--- config.mk ---
export PLATFORM = sky130hd
export DESIGN_NAME = key_display_ctrl
export DESIGN_NICKNAME = d
export VERILOG_FILES = /design/src/rtl/key_display_pkg.sv /design/src/rtl/seg_decode.sv /design/src/rtl/key_display_ctrl.sv
export SDC_FILE = /design/constraint.sdc
export NUM_CORES = 1
export LEC_CHECK = 0
export CORE_UTILIZATION = 43
export CTS_CLUSTER_DIAMETER = 200
export CTS_CLUSTER_SIZE = 25
export DETAILED_ROUTE_END_ITERATION = 7
export GPL_ROUTABILITY_DRIVEN = 0
export PLACE_DENSITY = 0.63
export REMOVE_ABC_BUFFERS = 1
export SLEW_MARGIN = 10
export SYNTH_ARGS = -nofsm -noshare
export SYNTH_HDL_FRONTEND = slang
export SYNTH_HIERARCHICAL = 1
export SYNTH_SLANG_ARGS = --single-unit
export TNS_END_PERCENT = 100
--- constraint.sdc ---
create_clock -name clk -period 2.34 [get_ports clk]
set_input_delay 0.234 -clock clk [delete_from_list [all_inputs] [get_ports clk]]
set_output_delay 0.234 -clock clk [all_outputs]
set_load 0.02 [all_outputs]
--- src/rtl/key_display_pkg.sv ---
// Shared constants and lookups for the two-digit keypad display controller:
// hex-to-segment table, blank pattern and keypad row/column to hex decode.
package key_display_pkg;

    // Active-low segment pattern {g,f,e,d,c,b,a} with every segment off.
    localparam logic [6:0] SEG_BLANK = 7'h7F;

    // Active-low {g,f,e,d,c,b,a} patterns for hex digits 0..F.
    localparam logic [6:0] SEG_TABLE [16] = '{
        7'h40, 7'h79, 7'h24, 7'h30, 7'h19, 7'h12, 7'h02, 7'h78,
        7'h00, 7'h10, 7'h08, 7'h03, 7'h46, 7'h21, 7'h06, 7'h0E
    };

    // Keypad legend indexed by {row, col}.
    localparam logic [3:0] KEY_HEX [16] = '{
        4'h1, 4'h2, 4'h3, 4'hA,
        4'h4, 4'h5, 4'h6, 4'hB,
        4'h7, 4'h8, 4'h9, 4'hC,
        4'hE, 4'h0, 4'hF, 4'hD
    };

    function automatic logic is_onehot4(input logic [3:0] v);
        return (v != 4'h0) && ((v & (v - 4'h1)) == 4'h0);
    endfunction

    // Only meaningful for one-hot input; callers qualify with is_onehot4.
    function automatic logic [1:0] onehot_idx(input logic [3:0] v);
        logic [1:0] idx;
        case (v)
            4'b0001: idx = 2'd0;
            4'b0010: idx = 2'd1;
            4'b0100: idx = 2'd2;
            default: idx = 2'd3;
        endcase
        return idx;
    endfunction

    function automatic logic [3:0] key_to_hex(input logic [7:0] rc);
        return KEY_HEX[{onehot_idx(rc[7:4]), onehot_idx(rc[3:0])}];
    endfunction

endpackage

--- src/rtl/seg_decode.sv ---
// Combinational hex to active-low 7-segment decoder.
module seg_decode
    import key_display_pkg::*;
(
    input  logic [3:0] hex,
    output logic [6:0] seg
);

    assign seg = SEG_TABLE[hex];

endmodule

--- src/rtl/key_display_ctrl.sv ---
// Keypad capture and two-digit multiplexed display controller.
// Optional feature: define KEY_DISPLAY_BLANK_EN to blank digits that have
// not yet received a key since reset.
module key_display_ctrl
    import key_display_pkg::*;
#(
    parameter int DIV_W = 17
) (
    input  logic       clk,
    input  logic       reset,
    input  logic [7:0] rc,
    input  logic       en,
    output logic [6:0] seg,
    output logic [1:0] an,
    output logic [3:0] digit_new,
    output logic [3:0] digit_old
);

    logic [DIV_W-1:0] div_cnt;
    logic             sel;
    logic             en_q;
    logic             en_seen_low;
    logic             capture;
    logic             blank_win;
    logic [3:0]       mux_hex;
    logic [6:0]       mux_seg;
    logic [6:0]       seg_next;

`ifdef KEY_DISPLAY_BLANK_EN
    logic valid_new;
    logic valid_old;
    logic mux_valid;
`endif

    // Capture qualification: fresh rising edge of en with a clean one-hot row and column.
    always_comb begin
        capture   = en && !en_q && en_seen_low &&
                    is_onehot4(rc[7:4]) && is_onehot4(rc[3:0]);
        blank_win = (div_cnt == '1) || (div_cnt < DIV_W'(4));
        mux_hex   = sel ? digit_old : digit_new;
`ifdef KEY_DISPLAY_BLANK_EN
        mux_valid = sel ? valid_old : valid_new;
        seg_next  = mux_valid ? mux_seg : SEG_BLANK;
`else
        seg_next  = mux_seg;
`endif
    end

    seg_decode u_seg_decode (
        .hex (mux_hex),
        .seg (mux_seg)
    );

    // Edge detect and digit shift register; en_seen_low blocks a held key across reset.
    always_ff @(posedge clk) begin
        if (reset) begin
            en_q        <= 1'b0;
            en_seen_low <= 1'b0;
            digit_new   <= 4'h0;
            digit_old   <= 4'h0;
        end else begin
            en_q <= en;
            if (!en) en_seen_low <= 1'b1;
            if (capture) begin
                digit_old <= digit_new;
                digit_new <= key_to_hex(rc);
            end
        end
    end

`ifdef KEY_DISPLAY_BLANK_EN
    // Per-digit valid bits shift alongside the digits.
    always_ff @(posedge clk) begin
        if (reset) begin
            valid_new <= 1'b0;
            valid_old <= 1'b0;
        end else if (capture) begin
            valid_old <= valid_new;
            valid_new <= 1'b1;
        end
    end
`endif

    // Free-running multiplex divider; digit select flips on wrap.
    always_ff @(posedge clk) begin
        if (reset) begin
            div_cnt <= '0;
            sel     <= 1'b0;
        end else begin
            div_cnt <= div_cnt + DIV_W'(1);
            if (div_cnt == '1) sel <= ~sel;
        end
    end

    // Registered digit drive; both digits dark around the select change to avoid ghosting.
    always_ff @(posedge clk) begin
        if (reset) begin
            an  <= 2'b11;
            seg <= SEG_BLANK;
        end else begin
            an  <= blank_win ? 2'b11 : (sel ? 2'b01 : 2'b10);
            seg <= seg_next;
        end
    end

endmodule

Word level (Yosys, flattened, before mapping):

Memory sizes are Yosys's and may differ from the RTL's. A register that Yosys moved wholly into a read port is not among the register bits.
Index checks and enable logic that the tools add are counted.

* flip-flop bits (word level): 26
* ROM bits: 176
* input bits: 11
* output and inout port bits: 17
* logic and storage cells: 45
* memories: 2

Memories
* (no name shown): depth 16, width 7, rd ports 1, clocked after memory_dff 1, wr ports 0, RTL line seg_decode.sv:9 `assign seg = SEG_TABLE[hex];`
* (no name shown): depth 16, width 4, rd ports 1, clocked after memory_dff 1, wr ports 0, RTL line key_display_pkg.sv:39 `return KEY_HEX[{onehot_idx(rc[7:4]), onehot_idx(rc[3:0])}];`

* $add $sub $neg: 3
* magnitude comparators: 1
* eq/ne operators: 7
* multiplexer cells: 8
* bitwise logic cells: 5
* reductions and logical operators: 13

Operators by type and width (count)
* 17-bit by 1-bit adder with 17-bit output, second input constant: 1
* 17-bit == test, second input constant: 1
* 17-bit by 3-bit < comparator with 1-bit output, second input constant: 1
* 2-bit one-hot mux with 3 select lines: 2
* 2-bit 2-to-1 mux: 5
* 4-bit inverter with 5-bit output: 2
* 4-bit bitwise AND: 2
* 4-bit by 1-bit == test with 1-bit output, second input constant: 2
* 4-bit by 2-bit == test with 1-bit output, second input constant: 2
* 4-bit by 3-bit == test with 1-bit output, second input constant: 2
* 4-bit zero test: 2
* 4-bit nonzero test: 2
* 4-bit by 1-bit subtractor with 4-bit output, second input constant: 2
* 1-bit logical AND: 6
* 4-bit 2-to-1 mux: 1
* 2-bit OR reduction: 1
* 1-bit zero test: 1
* 1-bit logical OR: 1
* 1-bit inverter: 1

Logic depth before layout (Yosys ltp):

Gate-level depths: netlist (run 1).

* word-level depth: 9
* gate-level depth with buffers: 8
* depth with buffers taken out: 7

Cells and area by module:

The synthesis (run 1) kept the hierarchy.

Modules (own cells, without submodules)
* key_display_ctrl: instances 1, cells an instance 189, area each 1719.1 um^2, sequential area each 740.7 um^2
* seg_decode: instances 1, cells an instance 35, area each 247.7 um^2, sequential area each 0.0 um^2

Worst setup path before layout (run 1):

OpenSTA, ideal clock, no wires.

* kind: reg-to-reg
* start: register sel
* end: register seg[3]
* library setup time: 123 ps
* arrival: 1842 ps
* data required time: 2217 ps
* path slack: 375 ps
* stages on the path, launching flop included: 8
* buffers on the path: 1
* clock period less this slack: 1965 ps
* path through: dfxtp_1 clkbuf_1 mux2_2 ha_1 or2_2 a21oi_1 a31oi_1 or2_2

* word-level cells in the longest chain between the ends: 2

Ends and longest elaborated chain
* from (decl): RTL line key_display_ctrl.sv:20 `logic sel;`
* from (signal assigned): RTL line key_display_ctrl.sv:91 `if (div_cnt == '1) sel <= ~sel;`
* 4-bit 2-to-1 mux: RTL line key_display_ctrl.sv:40 `mux_hex = sel ? digit_old : digit_new;`
* net mux_hex[0]: RTL line key_display_ctrl.sv:25 `logic [3:0] mux_hex;`
* 4-bit inverter with 5-bit output (implied by the code): RTL line seg_decode.sv:9
* to (decl): RTL line key_display_ctrl.sv:13 `output logic [6:0] seg,`

The timed path passes the listed nets, and every way through them passes these cells.
A chain may end at the register's enable or synchronous reset.

Worst setup path in the final report (run 1):

Same ends and word-level chain as after synthesis.

==> results of run 1 <==
power by group through the flow:
stage	combinational, mW	sequential, mW	clock, mW
after floorplan	0.0616	0.673	0
after global placement	0.143	0.665	0
after detailed placement	0.144	0.666	0
after CTS	0.144	0.651	0.657
after global routing	0.158	0.653	0.692
final	0.144	0.651	0.646
layer usage:
| metal | vias up | GRT usage [%] |
|---|---|---|
| li1 | 877 | - |
| met1 | 789 | 25.4 |
| met2 | 17 | 29.0 |
| met3 | 4 | 4.36 |
| met4 | 0 | 6.67 |
| met5 | - | 0 |
kinds of logic after synthesis:
logic type                 count (synthesis)  share of synthesized area (%)
AOI/OAI and AO/OA                         43                           14.6
xor gates and xnor gates                  19                           8.46
adders and majority gates                 11                           7.00
buffers and inverters                     20                           4.33
DFF                                       37                           37.7
muxes                                      6                           3.37
and+or+nand+nor                           88                           24.6
through the flow:
step / hold slack [ns] / setup WS, ns / power, mW / std cells
floorplan: 0.301 / 0.482 / 0.735 / 214
global placement: 0.445 / 0.0775 / 0.808 / 301
detailed placement: 0.455 / 0.0857 / 0.809 / 301
CTS: 0.471 / 0.340 / 1.45 / 309
global route: 0.501 / 0.0750 / 1.50 / 309
finish: 0.464 / 0.334 / 1.44 / 309
area by class of cell:
class,instances,area [sq um]
multi-input cells,167,1140
flip-flops and latches,37,741
repair buffers,35,330
clock buffers,5,68.8
fillers,418,1940
clock inverters,3,65.1
well taps,52,65.1
inverters,10,37.5
sequential cells by signal (all words and copies together) (netlist names):
name	count
seg	7
en_q	1
digit_old	4
an	2
digit_new	4
div_cnt	17
en_seen_low	1
sel	1
how the worst max path moves through the flow:
stage	startpoint	endpoint	slack, ns	cells after the start
after floorplan	sel	seg[3]	0.48	6
after CTS	sel	seg[3]	0.34	6
after global placement	rc[2]	digit_new[1]	0.08	7
after detailed placement	rc[2]	digit_new[3]	0.09	7
final	sel	seg[3]	0.33	6
after global routing	rc[0]	digit_new[3]	0.07	7
worst register-to-register path, cell delays in order (launching register included):
cell	delay, ns
dfxtp_1	0.49
mux2_2	0.44
ha_1	0.22
or2_2	0.28
a21oi_1	0.15
a31oi_1	0.05
or2_2	0.27
synthesized netlist by cell type (all sizes together), types with 2 or more instances:
cell	n	share of area (%)
or2	9	2.9
inv	10	1.9
nand2b	3	0.95
nor2b	4	1.3
nor2	19	3.6
buf	3	1.0
a311oi	4	1.8
o211ai	2	0.76
o21ai	7	1.8
nand4	9	2.9
nor4	8	2.5
o31ai	6	2.3
dfxtp	37	38
o22ai	2	0.64
mux2	5	2.9
a22oi	2	0.76
ha	11	7.0
xnor2	16	7.1
nand2	11	2.1
or3	4	1.3
clkbuf	7	1.4
nand3	6	1.5
nor4b	3	1.3
a31oi	4	1.3
a21oi	8	2.0
xor2	3	1.3
o21a	2	0.76
nor3	6	1.5
cell usage in the layout, fill, tap and decap left out, types with 5 or more instances in the layout:
master           Yosys  final
o31ai_1              6      6
dfxtp_1             37     37
o21ai_0              5      5
nand2_1             11     11
clkbuf_8             0      5
nand3_1              6      6
nor4_1               8      8
clkdlybuf4s50_1      0     27
nor3_1               6      6
or2_2                8      8
inv_1               10     10
nand4_1              9      9
a21oi_1              8      8
mux2_2               5      5
ha_1                11     11
nor2_1              19     19
xnor2_1             16     16
buf_4                0      8
==> flow_summary.toml, run 1 <==
[floorplanning]
rows = 24
die_h_um = 69.6
core_sq_mm = 0.00438
die_w_um = 69.6
initial_core_util_pct = 44.9
io_pins = 28
die-area_sq_mm = 0.00485

[status]
status = "completed"

[clock_tree]
post_cts_buffers = 0
tritoncts = "built"
cts_sinks = 37
htree_levels = 2
holdBufCountCts = 0
post_cts_resized = 0
clk_pin_slew_ns = 0.07
cts-root-buf = "clkbuf_8"
cts_buffers = 5
cts_buffer_depth = 2
insertion_delay_ns = 0.29

[yosys]
synthCells = 224
async_flop_share_pct = 0
synthesis.area_sq_mm = 0.00197
ys_ff_latch = 37
ys_seq_area_share_pct = 37.7
synth_edf_count = 0
ys_types = 46
yosysWarnings = 6
ys.flop_type = "dfxtp_1"
synth.avg_cell_area_sq_um = 8.78

[detailed_routing]
ant_nets = 0
top_layer = "met4"
wl_met1_um = 2140
drt_wl_total_um = 4170
dr.pass1.iters = 4
route.met3.wl_um = 114
vias = 1687
vias_per_cell = 5.46
met2_length_um = 1870
route.detailed.drc = 0
wl_per_cell_um = 13.5
drt-initial-drc-count = 81

[power]
peakVddDrop_mv = 0.205
p_sw_share_pct = 21.3
clkPwrFrac_pct = 44.8
p_int_mw = 1.13
leakage_nw = 0.851
p_seq_share_pct = 45.2
p_switching_uw = 307
combPwrFrac_pct = 10.0
power_density_mw_per_mm2 = 588

[hold_path]
min_path_type = "register to register"
holdPathStages = 1
min_to = "div_cnt[0]"
hold_path_startpoint = "div_cnt[0]"

[timing]
setup_tns_ns = 0
hold_violations = 0
rsz0062_at_grt = "false"
report.final.slew_viol_count = 0
fmax_mhz = 499
setup_viol = 0
skew_ns = 0.00753
period_minus_slack_ns = 2.01
slew_headroom_pct = 66.3
worst_slew_pin_slew_ns = 0.502
fin_crit_sh_pct = 85.7

[layout]
nets = 278
area_delta_synth_final_pct = 24.5
insertedDiodeCount = 0
drive_above_1_share_pct = 12.1
fin_area_sq_mm = 0.00245
fin_util_pct = 55.9

[global_routing]
grt-ovfl-total = 0
grt_max_degree = 17
grtUsageTotal_pct = 18.7
grt_first_pass_wirelength_um = 7420
antenna_found_initial = 0
grt_pass1_vias = 1639

[critical_path]
reg2reg_slack_ns = 0.33
r2r-start = "sel"
end_kind = "register"
cp_num_buf_inv = 0
cp_max_fo = 7
r2r-end = "seg[3]"
start_kind = "register"
worstRegToRegCells = 6
slowest_stage = "dfxtp_1"
critical-path-top-delay-family = "simple AND/OR/NAND/NOR gates"
cp_common_cell = "or2_2"
arrival_ns = 2.18
crit_required_ns = 2.51
slowest_delay_ns = 0.49
crit_type = "register to register"
cp_cell_sequence = "mux2_2 -> ha_1 -> or2_2 -> a21oi_1 -> a31oi_1 -> or2_2"

[job]
drv_cap = 0

[placed_design]
place_hpwl_um = 3050
placedInstanceArea_sq_mm = 0.00231
port_buffers = 27
No activity file was read; power rests on OpenSTA's default activity.
==> run 2, diff against run 1 <==
--- a/config.mk
+++ b/config.mk
@@ -10,6 +10,7 @@
 export CTS_CLUSTER_SIZE = 25
 export DETAILED_ROUTE_END_ITERATION = 7
 export GPL_ROUTABILITY_DRIVEN = 0
+export MAX_ROUTING_LAYER = met4
 export PLACE_DENSITY = 0.63
 export REMOVE_ABC_BUFFERS = 1
 export SLEW_MARGIN = 10
@@ -17,4 +18,3 @@
 export SYNTH_HDL_FRONTEND = slang
 export SYNTH_HIERARCHICAL = 1
 export SYNTH_SLANG_ARGS = --single-unit
-export TNS_END_PERCENT = 100
==> flow_summary.toml, run 2 (same netlist as run 1, synthesis figures left out) <==
[global_routing]
grtUsageTotal_pct = 19.3
grt-ovfl-total = 0
grt_first_pass_wirelength_um = 7430
grt_max_degree = 17
antenna_found_initial = 0
grt_pass1_vias = 1636

[clock_tree]
cts_buffers = 5
cts_buffer_depth = 2
holdBufCountCts = 0
htree_levels = 2
insertion_delay_ns = 0.29
cts_sinks = 37
post_cts_buffers = 0
cts-root-buf = "clkbuf_8"
clk_pin_slew_ns = 0.07
post_cts_resized = 0
tritoncts = "built"

[status]
status = "completed"

[layout]
multi_input_area_sq_mm = 0.00114
top_register = "div_cnt"
final_common_cell = "dfxtp_1"
n_fill_cell = 418
insertedDiodeCount = 0
nets = 278
drive_above_1_share_pct = 12.1
area_delta_synth_final_pct = 24.5
largest_register_ffs = 17
regArea_sq_um = 741
reg_top3 = "div_cnt: 17 flops, seg: 7 flops"
final_cell_mix = "37 x dfxtp_1, 27 x clkdlybuf4s50_1, 19 x nor2_1, 16 x xnor2_1"
fin_util_pct = 55.9
layout.cells.non_filler = 309

[detailed_routing]
met2_length_um = 1880
route.met3.wl_um = 121
drt-initial-drc-count = 80
dr.pass1.iters = 4
vias = 1696
vias_per_cell = 5.49
drt_wl_total_um = 4160
ant_nets = 0
top_layer = "met4"
route.detailed.drc = 0
wl_met1_um = 2100
wl_per_cell_um = 13.5

[timing]
period_minus_slack_ns = 1.99
fin_crit_sh_pct = 85.2
worst_slew_pin_slew_ns = 0.500
slew_headroom_pct = 66.4
holdWs_ns = 0.464
hold_violations = 0
setup_viol = 0
report.final.slew_viol_count = 0
fmax_mhz = 502
layout_setup_ws_ns = 0.347
setup_tns_ns = 0
skew_ns = 0.00718
rsz0062_at_grt = "false"

[floorplanning]
die_h_um = 69.6
initial_core_util_pct = 44.9
die-area_sq_mm = 0.00485
rows = 24
die_w_um = 69.6
io_pins = 28
core_sq_mm = 0.00438

[power]
clkPwrFrac_pct = 44.9
p_int_mw = 1.13
p_sw_share_pct = 21.4
p_seq_share_pct = 45.1
power_density_mw_per_mm2 = 589
p_switching_uw = 309
leakage_nw = 0.851
combPwrFrac_pct = 10.0
peakVddDrop_mv = 0.205

[placed_design]
port_buffers = 27
dpl_worst_slack_ns = 0.0857
dp_cells = 301
place_hpwl_um = 3050

[critical_path]
arrival_ns = 2.17
end_kind = "register"
start_kind = "register"
crit_required_ns = 2.51
worstRegToRegCells = 6
crit_type = "register to register"
cp_max_fo = 7

[hold_path]
min_path_type = "register to register"
holdPathStages = 1

[job]
drv_cap = 0
## run 2: metal layers
layer	GRT usage [%]	vias up
met5	-	-
met4	6.67	0
met3	4.80	8
met2	29.0	21
met1	25.4	791
li1	-	876
## run 2: final timing paths
kind	start	to	slack (ns)
worst max-delay path	sel	seg[3]	0.35
worst min-delay path	div_cnt[0]	div_cnt[0]	0.46
worst max register to register	sel	seg[3]	0.35
worst min register to register	div_cnt[0]	div_cnt[0]	0.46
## run 2: final cells by class
| class | count | share of cell area, % |
|---|---|---|
| clock buffers | 5 | 2.81 |
| clock inverters | 3 | 2.66 |
| inverters | 10 | 1.53 |
| multi-input cells | 167 | 46.6 |
| flip-flops and latches | 37 | 30.3 |
| well taps | 52 | 2.66 |
| repair buffers | 35 | 13.5 |
## run 2: power groups by stage
stage / logic [mW] / registers [mW] / clock network, mW
floorplan: 0.0616 / 0.673 / 0
global placement: 0.143 / 0.665 / 0
detailed placement: 0.144 / 0.666 / 0
CTS: 0.144 / 0.651 / 0.657
global route: 0.158 / 0.653 / 0.694
finish: 0.144 / 0.651 / 0.648
## run 2: through the flow
stage,power [mW],cell area (sq um)
2_1_floorplan,0.735,1920
3_3_place_gp,0.808,2310
3_5_place_dp,0.809,2310
4_1_cts,1.45,2450
5_1_grt,1.50,2450
6_report,1.44,2450
## run 2: worst max-delay path, stage by stage (launching register included)
cell,delay [ns]
dfxtp_1,0.48
mux2_2,0.43
ha_1,0.22
or2_2,0.28
a21oi_1,0.15
a31oi_1,0.05
or2_2,0.27
==> run 3, diff against run 2 <==
--- a/config.mk
+++ b/config.mk
@@ -13,7 +13,6 @@
 export MAX_ROUTING_LAYER = met4
 export PLACE_DENSITY = 0.63
 export REMOVE_ABC_BUFFERS = 1
-export SLEW_MARGIN = 10
 export SYNTH_ARGS = -nofsm -noshare
 export SYNTH_HDL_FRONTEND = slang
 export SYNTH_HIERARCHICAL = 1
==> results of run 3 <==
Final layout, timing and power as in run 2 (identical DEF).
